`config.mk`:
```
export PLATFORM = sky130hd
export DESIGN_NAME = clk_enable_gen
export DESIGN_NICKNAME = d
export VERILOG_FILES = /design/src/rtl/clk_enable_gen.sv
export SDC_FILE = /design/constraint.sdc
export NUM_CORES = 1
export LEC_CHECK = 0
export BUFFER_PORTS_ARGS = -buffer_cell sky130_fd_sc_hd__buf_4
export CELL_PAD_IN_SITES_DETAIL_PLACEMENT = 1
export CELL_PAD_IN_SITES_GLOBAL_PLACEMENT = 1
export CORE_UTILIZATION = 48
export CTS_BUF_LIST = sky130_fd_sc_hd__clkbuf_8
export DETAILED_ROUTE_END_ITERATION = 16
export PLACE_DENSITY_LB_ADDON = 0.1
export SETUP_SLACK_MARGIN = 0.02
export SYNTH_ARGS = -nofsm -noshare
export SYNTH_HDL_FRONTEND = slang
export SYNTH_SLANG_ARGS = --single-unit
```
`constraint.sdc`:
```
create_clock -name clk -period 5.3 [get_ports clk]
set_clock_uncertainty 0.05 [all_clocks]
set_input_delay 0.265 -clock clk [delete_from_list [all_inputs] [get_ports clk]]
set_output_delay 0.265 -clock clk [all_outputs]
set_load 0.02 [all_outputs]
```
`src/rtl/clk_enable_gen.sv`:
```
// Multi-channel programmable clock-enable generator: per-channel divide-by-div tick/square outputs, optionally cascaded.
// Latency: tick is combinational from registered count (same cycle as terminal count); sq/ch_out square edge 1 cycle after tick.
// Backpressure: none; global enable and per-channel ch_en freeze counting, sync restarts every channel's phase.
//
// Ports:
//   clk, reset          system clock (rising edge) and asynchronous active-high reset
//   enable, ch_en       global and per-channel count enables
//   sync                synchronous restart of all counters and square outputs
//   cfg_we/cfg_ch/...   single-cycle configuration write of div, mode, casc for one channel
//   tick                one-cycle terminal-count pulse per channel
//   ch_out              per-channel output: tick (mode 0) or square wave (mode 1)
module clk_enable_gen #(
  parameter int NUM_CH      = 4,
  parameter int CNT_W       = 8,
  parameter int DEFAULT_DIV = 25,
  localparam int CH_W       = (NUM_CH > 1) ? $clog2(NUM_CH) : 1
) (
  input  logic              clk,
  input  logic              reset,
  input  logic              enable,
  input  logic              sync,
  input  logic [NUM_CH-1:0] ch_en,
  input  logic              cfg_we,
  input  logic [CH_W-1:0]   cfg_ch,
  input  logic [CNT_W-1:0]  cfg_div,
  input  logic              cfg_mode,
  input  logic              cfg_casc,
  output logic [NUM_CH-1:0] tick,
  output logic [NUM_CH-1:0] ch_out
);

  localparam logic [CNT_W-1:0] DIV_RST = CNT_W'(DEFAULT_DIV);
  localparam logic [CNT_W-1:0] ONE     = CNT_W'(1);

  for (genvar i = 0; i < NUM_CH; i++) begin : g_ch
    logic [CNT_W-1:0] div_q;
    logic [CNT_W-1:0] cnt_q;
    logic             mode_q;
    logic             casc_q;
    logic             sq_q;
    logic             cfg_sel;
    logic             prev_tick;
    logic             adv;
    logic             running;
    logic             tick_i;

    // Channel 0 has no upstream neighbour, so its cascade bit has no effect:
    // tying the upstream tick high makes adv reduce to enable & ch_en.
    if (i == 0) begin : g_head
      assign prev_tick = 1'b1;
    end else begin : g_link
      // Reference the neighbour's local tick rather than the packed output
      // vector so the ripple chain is not a self-referencing bus.
      assign prev_tick = g_ch[i-1].tick_i;
    end

    // Out-of-range channel indices match no channel, so such writes are dropped.
    assign cfg_sel = cfg_we && (int'(cfg_ch) == i);

    assign adv     = enable & ch_en[i] & (~casc_q | prev_tick);
    assign running = (div_q != '0);

    // div == 0 parks the channel; the running term also keeps div-1 from
    // wrapping to an all-ones terminal count.
    assign tick_i  = ~reset & adv & running & (cnt_q == (div_q - ONE));

    always_ff @(posedge clk or posedge reset) begin
      if (reset) begin
        div_q  <= DIV_RST;
        mode_q <= 1'b0;
        casc_q <= 1'b0;
        cnt_q  <= '0;
        sq_q   <= 1'b0;
      end else begin
        if (cfg_sel) begin
          div_q  <= cfg_div;
          mode_q <= cfg_mode;
          casc_q <= cfg_casc;
        end
        // A restart (global sync or a reconfigure of this channel) discards
        // the partially elapsed period and takes priority over counting.
        if (sync || cfg_sel) begin
          cnt_q <= '0;
          sq_q  <= 1'b0;
        end else if (tick_i) begin
          cnt_q <= '0;
          sq_q  <= ~sq_q;
        end else if (adv && running) begin
          cnt_q <= cnt_q + ONE;
        end
      end
    end

    assign tick[i]   = tick_i;
    assign ch_out[i] = ~reset & (mode_q ? sq_q : tick_i);
  end

endmodule

```
==> flow_metrics.env <==
export IMPL_yosys_most_used_dff="dfrtp_1"
export IMPL_synthArstFlopShare_pct=100
export IMPL_pre_cts_slack_ns=2.09
export IMPL_gp_congestion=0.829
export IMPL_post_cts_buffers=0
export IMPL_period_share_pct=64.9
export IMPL_ioPinCount=29
export IMPL_ir_drop_mv=0.179
export IMPL_crit_path_max_fanout=10
export IMPL_holdWs_ns=0.0971
export IMPL_drt_pass1_iter_count=4
export IMPL_cts_buffers=9
export IMPL_dp_hpwl_mm=8.65
export IMPL_fmax_mhz=291
export IMPL_synth_edff_count=0
export IMPL_outcome="finished, final reports clean"
export IMPL_vias_per_cell=5.75
export IMPL_final_cell_count_no_fill=625
export IMPL_drc=0
export IMPL_grt_pass1_wl_mm=19.3
export IMPL_period_minus_slack_ns=3.44
export IMPL_drtAntennaViolNets=0
export IMPL_worstSetupPathType="register to output pin"
export IMPL_grt_usage_pct=24.9
export IMPL_p_per_area_nw_per_um2=306
export IMPL_fp_coreArea_um2=9370
export IMPL_overflow=0
export IMPL_drtIter0Drc=52
export IMPL_synth_area_per_cell_um2=10.0
export IMPL_ys_seq_area_share_pct=40.2
export IMPL_fin_tns_setup_ns=0
export IMPL_cts_sinks=75
export IMPL_wire_per_inst_um=18.4
export IMPL_drive_above_1_share_pct=22.2
export IMPL_clk_insertion_delay_late_ns=0.35
export IMPL_die_height_um=101
export IMPL_antenna_found_initial=0
export IMPL_grt_pass1_vias=3851
export IMPL_die_x_um=101
export IMPL_setup_slack_ns=1.86
export IMPL_holdCritPathClass="primary input to register"
export IMPL_drv_cap=0
export IMPL_arrival_ns=3.13
export IMPL_root_buffer="clkbuf_8"
export IMPL_worst_setup_path_end_kind="output pin"
export IMPL_start_kind="register"
export IMPL_htreeDepth=3
export IMPL_clk_pin_slew_ns=0.09
export IMPL_setup_violations=0
export IMPL_syn_area_um2=4700
export IMPL_power_mw=1.60
export IMPL_ys_seq_elements=75
export IMPL_placed_cells=608
export IMPL_area_growth_pct=11.0
export IMPL_ys_warn_count=0
export IMPL_synthesis_nets=503
export IMPL_power_leakage_nw=2.21
export IMPL_dieArea_um2=10200
export IMPL_port_buffers=28
export IMPL_hold_viol=0
export IMPL_drv_slew=0
export IMPL_cts_path_max_buffers=2
export IMPL_rsz0062_at_grt="no"
export IMPL_tightest_slew_ns=0.757
export IMPL_synthCells=470
export IMPL_cts_resized=0
export IMPL_required_ns=4.99
export IMPL_antenna_diode_count=0
export IMPL_synth_cell_types=61
export IMPL_grt_max_degree=60
export IMPL_wirelength_mm=11.5
export IMPL_relSlewSlack_pct=49.5
export IMPL_cts_tree="yes"
export IMPL_fp_row_count=35
export IMPL_initial_utilization_pct=50.2
export IMPL_routed_via_count=3591
export IMPL_fin_nets=524
[critical path, stage by stage, from the launching register on]
cell	delay, ns
dfrtp_1	0.47
or3_4	0.38
or4_4	0.50
a2111oi_4	0.34
nor4b_4	0.49
o211a_1	0.28
mux2i_1	0.09
nor2_1	0.08
buf_4	0.14
[metrics by stage]
stage	cell area, µm²	util (%)
after floorplan	4700	-
after global placement	4980	53.1
after detailed placement	4980	53.1
after CTS	5220	55.7
after global routing	5220	55.7
final	5220	55.7
[power breakdown]
part | switching (mW) | internal [mW]
combinational | 0.188 | 0.168
clock | 0.223 | 0.289
sequential | 0.0855 | 0.645
total | 0.496 | 1.10
[cells in the mapped netlist, types with 5 or more instances]
library cell,n,share of area [%]
dfrtp_1,63,34
nor2_1,44,3.5
mux2_2,37,8.9
xnor2_1,29,5.4
nand2_1,27,2.2
xor2_1,25,4.7
a21oi_1,22,2.3
o21ai_0,17,1.8
inv_1,14,1.1
mux2i_1,14,3.0
nor3_1,13,1.4
and3_1,12,1.6
clkbuf_1,12,0.96
dfstp_2,12,6.7
ha_1,12,3.2
nor3b_1,10,1.6
nand4_1,8,1.1
o211ai_1,8,1.3
nand3_1,7,0.75
nand2b_1,6,0.80
nor4_1,6,0.80
or3_1,6,0.80
buf_4,5,0.80
[cell families after synthesis]
group | after synthesis | synth area share, %
buf+inv | 35 | 3.43
simple gates | 164 | 19.3
compound gates | 79 | 12.0
xor+xnor | 54 | 10.1
mux | 51 | 11.8
fa+ha+maj | 12 | 3.19
flops | 75 | 40.2
[sequential cells by signal, indices dropped and copies added (netlist names)]
register     count
g_ch.cnt_q      32
g_ch.mode_q      4
g_ch.casc_q      3
g_ch.sq_q        4
g_ch.div_q      32
[path summary, 6_finish.rpt]
path	from	end	slack (ns)	cells past startpoint
max	g_ch[3].div_q[2]	ch_out[3]	1.86	8
min	sync	g_ch[0].sq_q	0.1	2
max reg2reg	g_ch[1].div_q[0]	g_ch[2].cnt_q[1]	2.09	10
min reg2reg	g_ch[1].casc_q	g_ch[1].casc_q	0.47	1
max in group asynchronous	reset	g_ch[1].cnt_q[6]	3.61	4
min in group asynchronous	reset	g_ch[3].div_q[6]	0.50	3
[cell type report]
cell class,count,area (µm²)
Fill cell,1079,4150
Inverter,14,52.6
Sequential cell,75,1890
Multi-Input combinational cell,360,2650
Tap cell,129,161
Timing Repair Buffer,31,235
Clock inverter,5,76.3
Clock buffer,11,151
[per-layer routing]
metal / up-vias / track usage [%] / share of wire, %
li1: 1717 / - / -
met1: 1818 / 32.8 / 46
met2: 42 / 42.8 / 50
met3: 14 / 2.98 / 2.6
met4: 0 / 7.69 / 1.3
met5: - / 0 / 0
[placed cells by master, fill, tap and decap left out, types with 3 or more instances in the layout]
cell type | Yosys | routed
dfrtp_1 | 63 | 63
nor2_1 | 44 | 44
mux2_2 | 37 | 37
buf_4 | 5 | 30
xnor2_1 | 29 | 29
nand2_1 | 27 | 27
xor2_1 | 25 | 25
a21oi_1 | 22 | 22
o21ai_0 | 17 | 17
inv_1 | 14 | 14
mux2i_1 | 14 | 14
nor3_1 | 13 | 13
and3_1 | 12 | 12
ha_1 | 12 | 12
dfstp_2 | 12 | 12
clkbuf_8 | 0 | 11
nor3b_1 | 10 | 10
nand4_1 | 8 | 8
o211ai_1 | 8 | 8
nand3_1 | 7 | 7
nand2b_1 | 6 | 6
nor4_1 | 6 | 6
or3_1 | 6 | 6
nor2b_1 | 4 | 4
a31oi_1 | 4 | 4
o31ai_1 | 4 | 4
nand3b_1 | 3 | 3
a211o_1 | 3 | 3
o211a_1 | 3 | 3
[timing repair]
item / in CTS / in global routing
hold buffers: 1 / 0
hold endpoints to repair: 16 / 0
endpoints found under the setup margin: 0 / 0
No activity file was read; power rests on OpenSTA's default activity.
